`config.mk`:
```
export PLATFORM = sky130hd
export DESIGN_NAME = gmii_to_rgmii
export DESIGN_NICKNAME = d
export VERILOG_FILES = /design/src/rtl/gmii_to_rgmii.sv
export SDC_FILE = /design/constraint.sdc
export NUM_CORES = 1
export LEC_CHECK = 0
export BUFFER_PORTS_ARGS = -buffer_cell sky130_fd_sc_hd__clkbuf_2
export CELL_PAD_IN_SITES_DETAIL_PLACEMENT = 2
export CELL_PAD_IN_SITES_GLOBAL_PLACEMENT = 2
export CORE_MARGIN = 5
export CORE_UTILIZATION = 31
export DETAILED_ROUTE_END_ITERATION = 10
export PLACE_DENSITY_LB_ADDON = 0.25
export SETUP_SLACK_MARGIN = 0.05
export SYNTH_ARGS = -nofsm -noshare
export SYNTH_HDL_FRONTEND = slang
export SYNTH_SLANG_ARGS = --single-unit
```
`constraint.sdc`:
```
create_clock -name gmii_tx_clk -period 1.7 [get_ports gmii_tx_clk]
set_input_delay 0.255 -clock gmii_tx_clk [delete_from_list [all_inputs] [get_ports gmii_tx_clk]]
set_output_delay 0.255 -clock gmii_tx_clk [all_outputs]
set_load 0.01 [all_outputs]
```
`src/rtl/gmii_to_rgmii.sv`:
```
// Transmit-side GMII to RGMII converter: registered byte path, same-edge DDR nibble mux,
// forwarded TXC and per-frame debug counters.
module gmii_to_rgmii #(
   parameter int PIPE_STAGES = 1,
   parameter int TXC_INVERT  = 0,
   parameter int CNT_W       = 16
) (
   input  logic             gmii_tx_clk,
   input  logic             reset,
   input  logic [7:0]       gmii_txd,
   input  logic             gmii_tx_en,
   input  logic             gmii_tx_er,
   output logic [3:0]       rgmii_txd,
   output logic             rgmii_tx_clk,
   output logic             rgmii_tx_ctl,
   output logic [CNT_W-1:0] tx_frame_cnt,
   output logic [CNT_W-1:0] tx_err_cnt
);

   // each stage holds {txd, en, er}
   logic [9:0] stage [PIPE_STAGES];
   logic [7:0] s_d;
   logic       s_en;
   logic       s_er;
   logic       r_en;
   logic       r_er;
   logic       en_d;
   logic       err_flag;
   logic       frame_end;
   logic [4:0] neg_q;

   always_ff @(posedge gmii_tx_clk) begin
      if (reset) begin
         for (int i = 0; i < PIPE_STAGES; i++) stage[i] <= '0;
      end else begin
         stage[0] <= {gmii_txd, gmii_tx_en, gmii_tx_er};
         for (int i = 1; i < PIPE_STAGES; i++) stage[i] <= stage[i-1];
      end
   end

   assign s_d  = stage[PIPE_STAGES-1][9:2];
   assign s_en = stage[PIPE_STAGES-1][1];
   assign s_er = stage[PIPE_STAGES-1][0];
   assign r_en = stage[0][1];
   assign r_er = stage[0][0];

   // Low-half values come from the same registered byte, latched at the falling edge,
   // so each half-period shows nibbles of exactly one byte.
   always_ff @(negedge gmii_tx_clk) begin
      neg_q <= {s_d[7:4], s_en ^ s_er};
   end

   always_comb begin
      rgmii_txd    = neg_q[4:1];
      rgmii_tx_ctl = neg_q[0];
      if (gmii_tx_clk) begin
         rgmii_txd    = s_d[3:0];
         rgmii_tx_ctl = s_en;
      end
   end

   assign rgmii_tx_clk = (TXC_INVERT != 0) ? ~gmii_tx_clk : gmii_tx_clk;

   assign frame_end = en_d & ~r_en;

   always_ff @(posedge gmii_tx_clk) begin
      if (reset) begin
         en_d         <= 1'b0;
         err_flag     <= 1'b0;
         tx_frame_cnt <= '0;
         tx_err_cnt   <= '0;
      end else begin
         en_d <= r_en;
         if (frame_end) begin
            tx_frame_cnt <= tx_frame_cnt + 1'b1;
            if (err_flag) tx_err_cnt <= tx_err_cnt + 1'b1;
            err_flag <= 1'b0;
         end else if (r_en && r_er) begin
            err_flag <= 1'b1;
         end
      end
   end

endmodule

```
==> flow_summary.json, run 1 <==
{
  "maxSlewViolCount": 0,
  "hold_path_depth": 2,
  "skew_ps": 68.3,
  "hp-class": "input port to flip-flop",
  "worstSkewPairLatency_ps": 490,
  "design_area_um2": 2740,
  "power_density_nw_per_um2": 971,
  "synth_top_cell_by_area": "dfxtp_1",
  "tightest_slew_ps": 419,
  "synth_cells": 213,
  "fin_cells": 372,
  "grt_pass1_vias": 2005,
  "synth.most_common_cell": "dfxtp_1",
  "slew-limit-headroom": 0.718,
  "violations": "negative setup slack",
  "cap_violations": 0,
  "yosysWarnings": 0,
  "syn_nets": 228,
  "detail_route.vias_per_cell": 4.92,
  "num_antenna_cells": 0,
  "synth.avg_cell_area_um2": 9.40,
  "grt_setup_unrepaired": "true",
  "r2r_cells": 4,
  "post-synth-top-area-fraction": 0.490,
  "drtAntennaViolNets": 0,
  "yosysUniqueCellTypes": 34,
  "io_buffers": 49,
  "routed_wl_um": 5810,
  "grt_max_degree": 19,
  "drc": 0,
  "core-area_um2": 6310,
  "start_util": 0.317,
  "path_max_fanout": 1,
  "drive_above_1_share": 0.359,
  "die_x_um": 90.4,
  "cts_tree": "yes",
  "vias": 1831,
  "first_pass_iters": 4,
  "synth_area_leaders": "dfxtp_1, xnor2_1, nor2_1, nor2b_1, xor2_1",
  "rr_startpoint": "tx_frame_cnt[0]",
  "synth-main-ff-cell": "dfxtp_1",
  "hold_buffers": 0,
  "rows": 29,
  "startpoint_type": "flip-flop",
  "post_drt_wl_per_cell_um": 15.6,
  "finalWorstSetupSlack_ps": -577,
  "peakVddDrop_mv": 0.591,
  "cp.arrival_ps": 2020,
  "min_from": "gmii_txd[6]",
  "grt.overflow.total": 0,
  "status": "finished, violations left",
  "place_area_um2": 2480,
  "ioPinCount": 50,
  "leakage_nw": 1.16,
  "async_reset_ff_frac": 0,
  "worstReg2RegEnd": "tx_frame_cnt[14]",
  "required_ps": 1440,
  "drt_first_iter_violations": 33,
  "clkTransAtPathRegs_ps": 100,
  "nNetsFinal": 308,
  "dieHeight_um": 90.4,
  "synth.ff_latch_count": 49,
  "crit_path_end_kind": "output pin",
  "yosysSeqAreaShare": 0.490,
  "globalplace.congestion": 0.761,
  "critical_path_class": "flip-flop to output pin",
  "grt_pass1_wl_um": 9360,
  "areaGrowthSynthToFinish_pct": 36.9,
  "setup_viol": 5,
  "dp.cells": 351,
  "r2r_setup_slack_ps": 80,
  "synth_edf_count": 0,
  "hold_viol_final": 0,
  "holdPathEnd": "stage[0][8]",
  "synth_commonest_cells": "dfxtp_1, nor2_1, xnor2_1",
  "grt_antenna_before_repair": 0,
  "die_area_um2": 8160,
  "synth_area_um2": 2000,
  "hpwl_um": 3980,
  "grt_use_total": 0.141
}
## power breakdown
| group | leakage (nW) | internal, mW | switching (mW) | total (mW) |
|---|---|---|---|---|
| clock network | 0.180 | 0.736 | 0.672 | 1.41 |
| logic | 0.585 | 0.0344 | 0.0350 | 0.0694 |
| registers | 0.400 | 1.17 | 0.0114 | 1.18 |
## area by class of cell
type,instances,area [µm²]
Fill cell,722,3570
Inverter,5,18.8
Timing Repair Buffer,67,395
Tap cell,77,96.3
Sequential cell,49,985
Clock buffer,15,179
Multi-Input combinational cell,150,1020
Clock inverter,9,46.3
## kinds of logic (layout without fill, tap and decap cells)
kind of cell    count (synthesis)  after routing  synth area share
compound gates                 18             18            0.0575
xor+xnor                       21             21            0.0919
fa+ha+maj                       3              3            0.0188
buf+inv                        14             96            0.0281
flops                          49             49             0.490
mux                             6              6            0.0331
simple gates                  102            102             0.281
## metrics by stage
step           total power, mW  TNS [ps]  utilization  worst slack [ps]  hold slack [ps]
2_1_floorplan             1.53         0            -              48.2              347
3_3_place_gp              1.53      -251        0.393             -52.5              358
3_5_place_dp              1.54      -291        0.393             -60.6              358
4_1_cts                   2.68     -2970        0.419              -603             19.3
5_1_grt                   2.82     -3180        0.434              -636             23.9
6_report                  2.66     -2840        0.434              -577             32.0
## placed cells by master (no fill, tap or decap), types with 4 or more instances in the layout
cell	netlist	routed
buf_6	0	4
nor2_1	31	31
nand4_1	5	5
clkbuf_8	0	9
clkbuf_2	0	45
nor2b_1	12	12
xnor2_1	14	14
nand3_1	10	10
buf_4	1	24
mux2_4	0	5
dfxtp_1	49	46
nand2_1	13	13
a21oi_1	8	7
inv_1	6	10
nor3_1	9	8
xor2_1	7	7
## worst max-delay path by stage
stage          startpoint  cells past startpoint           end  slack, ps
2_1_floorplan    neg_q[0]                      1  rgmii_tx_ctl         50
3_3_place_gp     neg_q[0]                      2  rgmii_tx_ctl        -50
5_1_grt          neg_q[4]                      2  rgmii_txd[3]       -640
6_report         neg_q[4]                      2  rgmii_txd[3]       -580
3_5_place_dp     neg_q[4]                      2  rgmii_txd[3]        -60
4_1_cts          neg_q[4]                      2  rgmii_txd[3]       -600
## sequential cells by signal, summed over array words and instances, names as in the netlist
register	count
tx_frame_cnt	16
err_flag	1
neg_q	5
stage	10
tx_err_cnt	16
en_d	1
## layer usage
| layer | share of wire | vias up | GRT usage | wire length, µm |
|---|---|---|---|---|
| met1 | 0.42 | 892 | 0.157 | 2410 |
| met3 | 0.053 | 7 | 0.0492 | 308 |
| li1 | - | 890 | - | - |
| met4 | 0.018 | 0 | 0.0856 | 107 |
| met2 | 0.51 | 42 | 0.230 | 2980 |
| met5 | 0 | - | 0 | 0 |
## worst max-delay path: stages (launching register included)
cell,delay (ps)
dfxtp_1,290
mux2_4,270
buf_6,120
## timing repair
item | 4_1_cts | 5_1_grt
gates resized for setup | 1 | 18
gates cloned | 0 | 0
endpoints found under the setup margin | 6 | 9
setup buffers | 0 | 4
pin swaps | 0 | 3
hold endpoints to repair | 0 | 0
No activity file was read; power rests on OpenSTA's default activity.
==> run 2, diff against run 1 <==
--- a/config.mk
+++ b/config.mk
@@ -6,12 +6,12 @@
 export NUM_CORES = 1
 export LEC_CHECK = 0
 export BUFFER_PORTS_ARGS = -buffer_cell sky130_fd_sc_hd__clkbuf_2
-export CELL_PAD_IN_SITES_DETAIL_PLACEMENT = 2
-export CELL_PAD_IN_SITES_GLOBAL_PLACEMENT = 2
+export CELL_PAD_IN_SITES_DETAIL_PLACEMENT = 0
+export CELL_PAD_IN_SITES_GLOBAL_PLACEMENT = 1
 export CORE_MARGIN = 5
-export CORE_UTILIZATION = 31
+export CORE_UTILIZATION = 39
 export DETAILED_ROUTE_END_ITERATION = 10
-export PLACE_DENSITY_LB_ADDON = 0.25
+export PLACE_DENSITY = 0.9
 export SETUP_SLACK_MARGIN = 0.05
 export SYNTH_ARGS = -nofsm -noshare
 export SYNTH_HDL_FRONTEND = slang
==> flow_summary.json, run 2 (synthesized netlist as in run 1, its figures left out) <==
{
  "hp-class": "input port to flip-flop",
  "grt.overflow.total": 0,
  "largestRegisters": "tx_err_cnt: 16 flops, tx_frame_cnt: 16 flops, stage: 10 flops",
  "peakVddDrop_mv": 0.748,
  "maxSlewViolCount": 0,
  "rows": 26,
  "detail_route.vias_per_cell": 4.68,
  "rr_startpoint": "stage[0][1]",
  "path_max_fanout": 1,
  "drive_above_1_share": 0.313,
  "worstReg2RegEnd": "neg_q[0]",
  "cpPeakStageDelay_ps": 290,
  "critical_path_class": "flip-flop to output pin",
  "grtUsageMet2": 0.198,
  "final_util": 0.521,
  "finalWorstSetupSlack_ps": -559,
  "worst-path-stages": 2,
  "cp_slowest_cell": "dfxtp_1",
  "first_pass_iters": 4,
  "start_util": 0.397,
  "required_ps": 1440,
  "grt_use_total": 0.132,
  "num_antenna_cells": 0,
  "tightest_slew_ps": 383,
  "drt_first_iter_violations": 57,
  "r2r_setup_slack_ps": 150,
  "cp.arrival_ps": 2000,
  "crit_buf_inv": 1,
  "startpoint_type": "flip-flop",
  "grt_setup_unrepaired": "true",
  "p_switching_uw": 665,
  "grt_max_degree": 20,
  "cts_tree": "yes",
  "core-area_um2": 5040,
  "violations": "negative setup slack",
  "p_int_mw": 2.01,
  "slew-limit-headroom": 0.745,
  "crit_path_end_kind": "output pin",
  "dieHeight_um": 81.6,
  "die_x_um": 81.6,
  "leakage_nw": 1.11,
  "layout_common_cells": "dfxtp_1, clkbuf_2, nor2_1",
  "ioPinCount": 50,
  "endpoint": "rgmii_txd[2]",
  "hold_viol_final": 0,
  "r2r_cells": 1,
  "busiest_layer": "met2",
  "cp_cell_sequence": "mux2_4, buf_6",
  "use_met3": 0.0559,
  "drc": 0,
  "globalplace.congestion": 0.747,
  "die_area_um2": 6670,
  "setup_viol": 5,
  "drtAntennaViolNets": 0,
  "p_clk_frac": 0.535,
  "hpwl_um": 2900,
  "layout_commonest_cell": "dfxtp_1",
  "post_drt_wl_per_cell_um": 11.3,
  "skew_ps": 72.1,
  "grt_pass1_wl_um": 6600,
  "areaGrowthSynthToFinish_pct": 31.3,
  "cap_violations": 0,
  "status": "finished, violations left",
  "critPathLaunch": "neg_q[3]",
  "routed_wl_um": 4010,
  "p_total_mw": 2.67,
  "worstSkewPairLatency_ps": 480,
  "grt_antenna_before_repair": 0,
  "grt_util_met1": 0.148,
  "vias": 1656,
  "clkTransAtPathRegs_ps": 90,
  "power_frac_seq": 0.442,
  "io_buffers": 49,
  "nNetsFinal": 297,
  "grt_pass1_vias": 1587,
  "cpLargestDelayFamily": "flip-flops",
  "power_density_nw_per_um2": 1020,
  "p_comb_frac": 0.023,
  "netSwitchingFraction": 0.249
}
==> run 2: cell count changes in the layout (fill, tap and decap cells not counted), sizes merged <==
cell,change
buf,-11
bufinv,+1
inv,-1
==> run 2: power groups by stage <==
| stage | combinational, mW | sequential [mW] | clock, mW |
|---|---|---|---|
| floorplan | 0.0336 | 1.21 | 0.294 |
| global placement | 0.0600 | 1.21 | 0.260 |
| detailed placement | 0.0617 | 1.21 | 0.260 |
| CTS | 0.0621 | 1.18 | 1.43 |
| global route | 0.0684 | 1.19 | 1.57 |
| finish | 0.0604 | 1.18 | 1.43 |
==> run 2: cell type report <==
type / count / area, µm²
fillers: 458 / 2410
multi-input cells: 150 / 990
flip-flops and latches: 49 / 983
repair buffers: 56 / 313
clock buffers: 15 / 179
well taps: 70 / 87.6
clock inverters: 9 / 57.6
inverters: 5 / 18.8
==> run 2: through the flow <==
stage	hold WS, ps	std cells	TNS (ps)	area (µm²)	setup WS [ps]
2_1_floorplan	347	213	0	2020	48.2
3_3_place_gp	358	335	-248	2400	-51.8
3_5_place_dp	358	335	-265	2400	-55.0
4_1_cts	37.9	352	-2860	2580	-586
5_1_grt	31.8	354	-3030	2630	-622
6_report	48.6	354	-2760	2630	-559
==> run 2: metal layers <==
layer  vias up  routed length (µm)
met2        40                1850
met3        10                 263
met4         0                  86
met5         -                   0
li1        870                   -
met1       736                1810
==> run 2: what timing repair did <==
item                       4_1_cts  5_1_grt
hold buffers                     0        0
setup endpoints to repair        5       10
setup buffers                    0        2
resized for setup                0       13
pin swaps                        0        2
==> run 2: worst min path at each step <==
| stage | from | end | slack [ps] | cells after the start |
|---|---|---|---|---|
| 2_1_floorplan | gmii_tx_clk | rgmii_tx_clk | 350 | 1 |
| 3_3_place_gp | gmii_tx_clk | rgmii_tx_clk | 360 | 1 |
| 3_5_place_dp | gmii_tx_clk | rgmii_tx_clk | 360 | 1 |
| 4_1_cts | gmii_txd[3] | stage[0][5] | 40 | 2 |
| 5_1_grt | gmii_txd[3] | stage[0][5] | 30 | 2 |
| 6_report | gmii_txd[3] | stage[0][5] | 50 | 2 |
